## config.mk

```make
export PLATFORM = sky130hd
export DESIGN_NAME = spi_note_sender
export DESIGN_NICKNAME = d
export VERILOG_FILES = /design/src/rtl/spi_note_sender_pkg.sv /design/src/rtl/spi_note_sender_byte_shifter.sv /design/src/rtl/spi_note_sender.sv
export SDC_FILE = /design/constraint.sdc
export NUM_CORES = 1
export LEC_CHECK = 0
export BUFFER_PORTS_ARGS = -buffer_cell sky130_fd_sc_hd__buf_2
export CORE_MARGIN = 2
export CORE_UTILIZATION = 50
export DETAILED_ROUTE_END_ITERATION = 16
export GPL_TIMING_DRIVEN = 0
export PLACE_DENSITY = 0.76
export SLEW_MARGIN = 20
export SYNTH_ARGS = -nofsm -noshare
export SYNTH_HDL_FRONTEND = slang
export SYNTH_SLANG_ARGS = --single-unit
```

## constraint.sdc

```tcl
create_clock -name clk -period 3 [get_ports clk]
set_clock_uncertainty 0.2 [all_clocks]
set_input_delay 0.15 -clock clk [delete_from_list [all_inputs] [get_ports clk]]
set_output_delay 0.15 -clock clk [all_outputs]
set_load 0.02 [all_outputs]
```

## src/rtl/spi_note_sender_pkg.sv

```systemverilog
// Shared constants for the SPI note-command link: status bytes, FSM encoding, frame lengths.
// Also imported by the receiver side of the link.
package spi_note_sender_pkg;

    localparam logic [7:0] NOTEON_BYTE  = 8'h90;
    localparam logic [7:0] NOTEOFF_BYTE = 8'h80;

    localparam logic [2:0] IDLE     = 3'd0;
    localparam logic [2:0] SHIFT_LO = 3'd1;
    localparam logic [2:0] SHIFT_HI = 3'd2;
    localparam logic [2:0] GAP      = 3'd3;
    localparam logic [2:0] HOLD     = 3'd4;

    localparam logic [2:0] NBYTES_NOTEON  = 3'd4;
    localparam logic [2:0] NBYTES_NOTEOFF = 3'd2;

endpackage

```

## src/rtl/spi_note_sender_byte_shifter.sv

```systemverilog
// Shifts one byte out MSB first in SPI mode 0; i_start loads the byte and drives bit 7 next cycle.
// Latency: 16*CLK_DIV cycles per byte; o_done is high during the last of them. No backpressure.
module spi_byte_shifter
    import spi_note_sender_pkg::*;
#(
    parameter int CLK_DIV = 4
) (
    input  logic       clk,
    input  logic       reset_n,
    input  logic       i_start,
    input  logic [7:0] i_byte,
    output logic       o_sclk,
    output logic       o_mosi,
    output logic       o_done
);

    localparam int DIV_W = $clog2(CLK_DIV);

    logic [2:0]       r_phase;
    logic [DIV_W-1:0] r_div;
    logic [2:0]       r_bit;
    logic [7:0]       r_sh;
    logic             r_sclk;
    logic             w_div_end;

    assign w_div_end = (r_div == DIV_W'(CLK_DIV - 1));
    assign o_done    = (r_phase == SHIFT_HI) && w_div_end && (r_bit == 3'd0);
    assign o_sclk    = r_sclk;
    assign o_mosi    = r_sh[7];

    always_ff @(posedge clk or negedge reset_n) begin
        if (!reset_n) begin
            r_phase <= IDLE;
            r_div   <= '0;
            r_bit   <= 3'd0;
            r_sh    <= 8'h00;
            r_sclk  <= 1'b0;
        end else if (i_start) begin
            r_phase <= SHIFT_LO;
            r_div   <= '0;
            r_bit   <= 3'd7;
            r_sh    <= i_byte;
            r_sclk  <= 1'b0;
        end else if (r_phase != IDLE) begin
            if (!w_div_end) begin
                r_div <= r_div + 1'b1;
            end else begin
                r_div <= '0;
                if (r_phase == SHIFT_LO) begin
                    r_phase <= SHIFT_HI;
                    r_sclk  <= 1'b1;
                end else if (r_bit == 3'd0) begin
                    // mosi returns low once the byte is finished
                    r_phase <= IDLE;
                    r_sh    <= 8'h00;
                    r_sclk  <= 1'b0;
                end else begin
                    r_phase <= SHIFT_LO;
                    r_bit   <= r_bit - 3'd1;
                    r_sh    <= {r_sh[6:0], 1'b0};
                    r_sclk  <= 1'b0;
                end
            end
        end
    end

endmodule

```

## src/rtl/spi_note_sender.sv

```systemverilog
// SPI master framing note-on (4 bytes) / note-off (2 bytes) commands, one CS-framed transfer each.
// Latency: CS low the cycle after accept; frame lasts N*16*CLK_DIV + (N-1)*GAP_CYCLES + CLK_DIV cycles.
// Backpressure: cmd_ready low for the whole frame; nothing is queued.
module spi_note_sender
    import spi_note_sender_pkg::*;
#(
    parameter int         CLK_DIV    = 4,
    parameter int         GAP_CYCLES = 8,
    parameter logic [7:0] NOTEON     = NOTEON_BYTE,
    parameter logic [7:0] NOTEOFF    = NOTEOFF_BYTE
) (
    input  logic       clk,
    input  logic       reset_n,
    input  logic       cmd_valid,
    output logic       cmd_ready,
    input  logic       cmd_note_status,
    input  logic [7:0] cmd_voice_index,
    input  logic [6:0] cmd_midi_note,
    input  logic [6:0] cmd_velocity,
    output logic       SPI_sclk,
    output logic       SPI_mosi,
    output logic       SPI_cs_n,
    output logic       busy,
    output logic       frame_done
);

    logic [2:0]  r_state;
    logic        r_cs_n;
    logic        r_ready;
    logic        r_done;
    logic        r_on;
    logic [7:0]  r_voice;
    logic [6:0]  r_note;
    logic [6:0]  r_vel;
    logic [1:0]  r_idx;
    logic [15:0] r_cnt;

    logic        w_accept;
    logic        w_gap_end;
    logic        w_hold_end;
    logic        w_start;
    logic        w_last_byte;
    logic        w_sh_done;
    logic [2:0]  w_nbytes;
    logic [1:0]  w_next_idx;
    logic [7:0]  w_byte;

    assign w_accept    = cmd_valid & r_ready;
    assign w_gap_end   = (r_state == GAP)  && (r_cnt == 16'(GAP_CYCLES - 1));
    assign w_hold_end  = (r_state == HOLD) && (r_cnt == 16'(CLK_DIV - 1));
    assign w_start     = w_accept | w_gap_end;
    assign w_nbytes    = r_on ? NBYTES_NOTEON : NBYTES_NOTEOFF;
    assign w_last_byte = ({1'b0, r_idx} == (w_nbytes - 3'd1));
    assign w_next_idx  = r_idx + 2'd1;

    // Byte 0 comes straight from the inputs so it can start on the accept edge.
    always_comb begin
        w_byte = 8'h00;
        if (r_state == IDLE) begin
            w_byte = cmd_note_status ? NOTEON : NOTEOFF;
        end else begin
            case (w_next_idx)
                2'd1:    w_byte = r_voice;
                2'd2:    w_byte = {1'b0, r_note};
                2'd3:    w_byte = {1'b0, r_vel};
                default: w_byte = r_on ? NOTEON : NOTEOFF;
            endcase
        end
    end

    spi_byte_shifter #(
        .CLK_DIV (CLK_DIV)
    ) u_shifter (
        .clk     (clk),
        .reset_n (reset_n),
        .i_start (w_start),
        .i_byte  (w_byte),
        .o_sclk  (SPI_sclk),
        .o_mosi  (SPI_mosi),
        .o_done  (w_sh_done)
    );

    // SHIFT_LO here means "byte in flight"; the LO/HI phases are sequenced by the shifter.
    always_ff @(posedge clk or negedge reset_n) begin
        if (!reset_n) begin
            r_state <= IDLE;
            r_cs_n  <= 1'b1;
            r_ready <= 1'b0;
            r_done  <= 1'b0;
            r_on    <= 1'b0;
            r_voice <= 8'h00;
            r_note  <= 7'h00;
            r_vel   <= 7'h00;
            r_idx   <= 2'd0;
            r_cnt   <= 16'd0;
        end else begin
            r_done <= 1'b0;
            case (r_state)
                IDLE: begin
                    if (w_accept) begin
                        r_on    <= cmd_note_status;
                        r_voice <= cmd_voice_index;
                        r_note  <= cmd_midi_note;
                        r_vel   <= cmd_velocity;
                        r_idx   <= 2'd0;
                        r_cs_n  <= 1'b0;
                        r_ready <= 1'b0;
                        r_state <= SHIFT_LO;
                    end else begin
                        r_ready <= 1'b1;
                    end
                end
                SHIFT_LO: begin
                    if (w_sh_done) begin
                        r_cnt   <= 16'd0;
                        r_state <= w_last_byte ? HOLD : GAP;
                    end
                end
                GAP: begin
                    if (w_gap_end) begin
                        r_idx   <= w_next_idx;
                        r_state <= SHIFT_LO;
                    end else begin
                        r_cnt <= r_cnt + 16'd1;
                    end
                end
                HOLD: begin
                    if (w_hold_end) begin
                        r_cs_n  <= 1'b1;
                        r_ready <= 1'b1;
                        r_done  <= 1'b1;
                        r_state <= IDLE;
                    end else begin
                        r_cnt <= r_cnt + 16'd1;
                    end
                end
                default: r_state <= IDLE;
            endcase
        end
    end

    assign cmd_ready  = r_ready;
    assign SPI_cs_n   = r_cs_n;
    assign busy       = (r_state != IDLE);
    assign frame_done = r_done;

endmodule
```

==> summary.md <==
| Metric | Value |
|---|---|
| Outcome | finished, final reports clean |
| Buf/Inv on CP | 1 |
| Startpoint types | flop |
| TritonCTS clock tree | done |
| Initial core utilization | 51.5% |
| Setup TNS | 0 ns |
| PortBufs | 31 |
| Vias per cell | 5.60 |
| Post-Synth Adder-Cell Area | 3.30% |
| Final setup fails | 0 |
| Mux contribution to synthesized area | 8.17% |
| Post-Layout Cell Count | 428 |
| Detailed Route WL | 6.71 mm |
| P_leak | 1.77 nW |
| Max-slew headroom | 48.3% |
| Mapped Cells | 282 |
| Final hold vios | 0 |
| Clk slew on worst S/H paths | 0.07 ns |
| Chip width | 81.9 um |
| Hold path depth | 4 |
| DIE AREA | 0.00670 sq mm |
| Share of cells above drive strength 1 | 21.8% |
| Post-synthesis compound-gate area fraction | 15.4% |
| Fin util | 63.5% |
| Worst hold start | cmd_valid |
| Yosys warnings | 0 |
| Top FF cell, synth | dfrtp_1 |
| Worst Path Class, Setup | reg -> reg |
| Post-Syn Area | 0.00303 sq mm |
| Post-route cell area | 0.00374 sq mm |
| CP top delay family | simple AND/OR/NAND/NOR gates |
| Fin crit period | 2.49 ns |
| CTS Buf Count | 9 |
| Num ports | 32 |
| Die Height | 81.9 um |
| Syn nets | 316 |
| Syn avg cell area | 10.8 sq um |
| DP HPWL | 4.36 mm |
| Final-report max-slew violation count | 0 |
| H-tree levels | 3 |
| Synth area leader | dfrtp_1 |
| Routability cong. | 0.849 |
| Post-synthesis sequential area ratio | 51.2% |
| Hold Slack | 0.148 ns |
| Flop and latch count out of synthesis | 62 |
| Placed cell area | 0.00328 sq mm |
| Cell chain of the critical path | ha_1 -> nor4b_1 -> nand4_1 -> o21ai_2 -> buf_4 -> nand2_1 -> o21ai_1 |
| Worst-Margin Slew | 0.776 ns |
| First-pass GRT wire length | 11.5 mm |
| Cell row count | 28 |
| Reg2reg start | r_cnt[0]$_DFFE_PN0P_ |
| Post-synth EDFFs | 0 |
| CTS sink cnt | 62 |
| Max-cap viol count | 0 |
| Post-route ant nets | 0 |
| Largest cells by area after synthesis | dfrtp_1 (50%), mux2_2 (4.5%), mux2_1 (3.7%) |
| 1st-iter DRT viols | 144 |
| FF-to-FF path depth | 7 |
| Hold EP | r_state[0]$_DFFE_PN0P_ |
| Pwr dens | 468 mW/mm^2 |
| NumNets Final | 382 |
| Worst path max stage delay | 0.41 ns |
| CP Max Fanout | 10 |
| Peak supply drop | 0.344 mV |
| Routed WL per cell | 15.7 um |
| Number of global-route vias before repair | 2447 |
| Synth Area in XOR/XNOR | 3.47% |
| Yosys top cell area share | 50.4% |
| Area Growth Syn to Fin | 23.2% |
| Setup Buffers After CTS | 0 |
| Setup slack, reg-to-reg | 0.51 ns |
| DRC violations left | 0 |
| Critical Path Sink Type | flop |
| Core box area | 0.00589 sq mm |
| RSZ-0062 raised after global routing | no |
| Main combinational cell family by area after synthesis | compound AO/OA/AOI/OAI gates |
| Antenna fix cells | 0 |
| Worst hold path type | in -> reg |
| Via Count | 2398 |
| Worst EP required | 3.05 ns |
| Max clock buf depth | 2 |
| FF-to-FF End | u_shifter.r_sh[6]$_DFFE_PN0P_ |
| CP arrival | 2.54 ns |
| FMAX | 401 MHz |
| Placed Instances | 388 |
| Most frequent cell after synthesis | dfrtp_1 |
| Clock Latency Late Sink | 0.34 ns |
| GR Overflow Total | 0 |
| Initial antenna violation count | 0 |
| Slowest CP cell | nand4_1 |
| Async SR Flop Fraction | 100% |
| Simple-gate share of the synthesized area | 15.0% |
| Post-synth cell types | 53 |
| Final Cycle Share | 83.1% |
| Post-synth top cells | dfrtp_1 (61), nor2_1 (24), nand2_1 (22) |
| Root Buffer | clkbuf_8 |
| Drt first pass iters | 4 |
| Largest net degree at the start of global routing | 63 |
| Total GRT Usage | 22.4% |
layout make-up:
| class | instances | area (sq um) |
|---|---|---|
| fillers | 456 | 2150 |
| flip-flops and latches | 62 | 1550 |
| multi-input cells | 196 | 1380 |
| repair buffers | 55 | 398 |
| clock buffers | 9 | 124 |
| well taps | 75 | 93.8 |
| clock inverters | 7 | 88.8 |
| plain buffers | 11 | 55.1 |
| inverters | 13 | 48.8 |
power by group:
group / internal [W] / switching (W) / leakage, nW
clock: 0.000463 / 0.000330 / 0.113
sequential: 0.000847 / 0.0000100 / 0.804
combinational: 0.0000496 / 0.0000499 / 0.850
per-stage QoR:
| step | total power (W) | setup WS, ns |
|---|---|---|
| global placement | 0.000944 | 0.631 |
| detailed placement | 0.000949 | 0.620 |
| CTS | 0.00176 | 0.559 |
| floorplan | 0.000904 | 0.939 |
| global route | 0.00181 | 0.323 |
| finish | 0.00175 | 0.508 |
worst min-delay path, delay by kind of cell:
kind | cells | cell delay, ns
AND/OR/NAND/NOR | 2 | 0.35
buffers and inverters | 1 | 0.10
AO/OA/AOI/OAI | 1 | 0.05
registers in the layout, summed over array words and instances (netlist names):
signal	flops
r_cnt	16
r_voice	8
u_shifter.r_sh	8
r_note	7
r_vel	7
r_state	3
u_shifter.r_bit	3
r_idx	2
u_shifter.r_div	2
u_shifter.r_phase	2
SPI_cs_n	1
cmd_ready	1
frame_done	1
r_on	1
worst max-delay path by stage:
stage / slack [ns] / from / end / depth (start not counted)
after floorplan: 0.94 / u_shifter.r_bit[0]$_DFFE_PN0P_ / r_cnt[15]$_DFFE_PN0P_ / 7
after global placement: 0.63 / r_cnt[0]$_DFFE_PN0P_ / u_shifter.r_sh[6]$_DFFE_PN0P_ / 7
after detailed placement: 0.62 / r_cnt[0]$_DFFE_PN0P_ / u_shifter.r_sh[6]$_DFFE_PN0P_ / 7
after CTS: 0.56 / r_cnt[0]$_DFFE_PN0P_ / u_shifter.r_sh[6]$_DFFE_PN0P_ / 7
after global routing: 0.32 / r_cnt[0]$_DFFE_PN0P_ / u_shifter.r_sh[6]$_DFFE_PN0P_ / 7
final: 0.51 / r_cnt[0]$_DFFE_PN0P_ / u_shifter.r_sh[6]$_DFFE_PN0P_ / 7
timing repair:
action                     4_1_cts  5_1_grt
setup endpoints to repair        0        0
resized for setup                0        0
hold buffers                    24        0
hold endpoints to repair        85        0
layer usage:
| layer | vias to the layer above | track usage [%] | wire [um] |
|---|---|---|---|
| met5 | - | 0 | 0 |
| met2 | 53 | 36.6 | 3430 |
| met1 | 1180 | 30.2 | 3040 |
| li1 | 1161 | - | - |
| met4 | 0 | 8.33 | 26 |
| met3 | 4 | 3.52 | 215 |
logic make-up (layout without fill, tap and decap cells):
logic type	Yosys count	count (layout)
adder cells (fa/ha/maj)	8	8
AO/OA/AOI/OAI	69	69
buffers and inverters	24	95
flip-flops	62	62
AND/OR/NAND/NOR	85	85
multiplexers	22	22
XOR/XNOR	12	12
placed cells by master (no fill, tap or decap), types with 10 or more instances in the layout:
cell           count
o21ai_0           10
mux2_2            12
mux2_1            10
nand2_1           22
dfrtp_1           61
nor2_1            24
dlygate4sd3_1     24
a21oi_1           15
inv_1             12
buf_2             35
No activity file was read; power rests on OpenSTA's default activity.
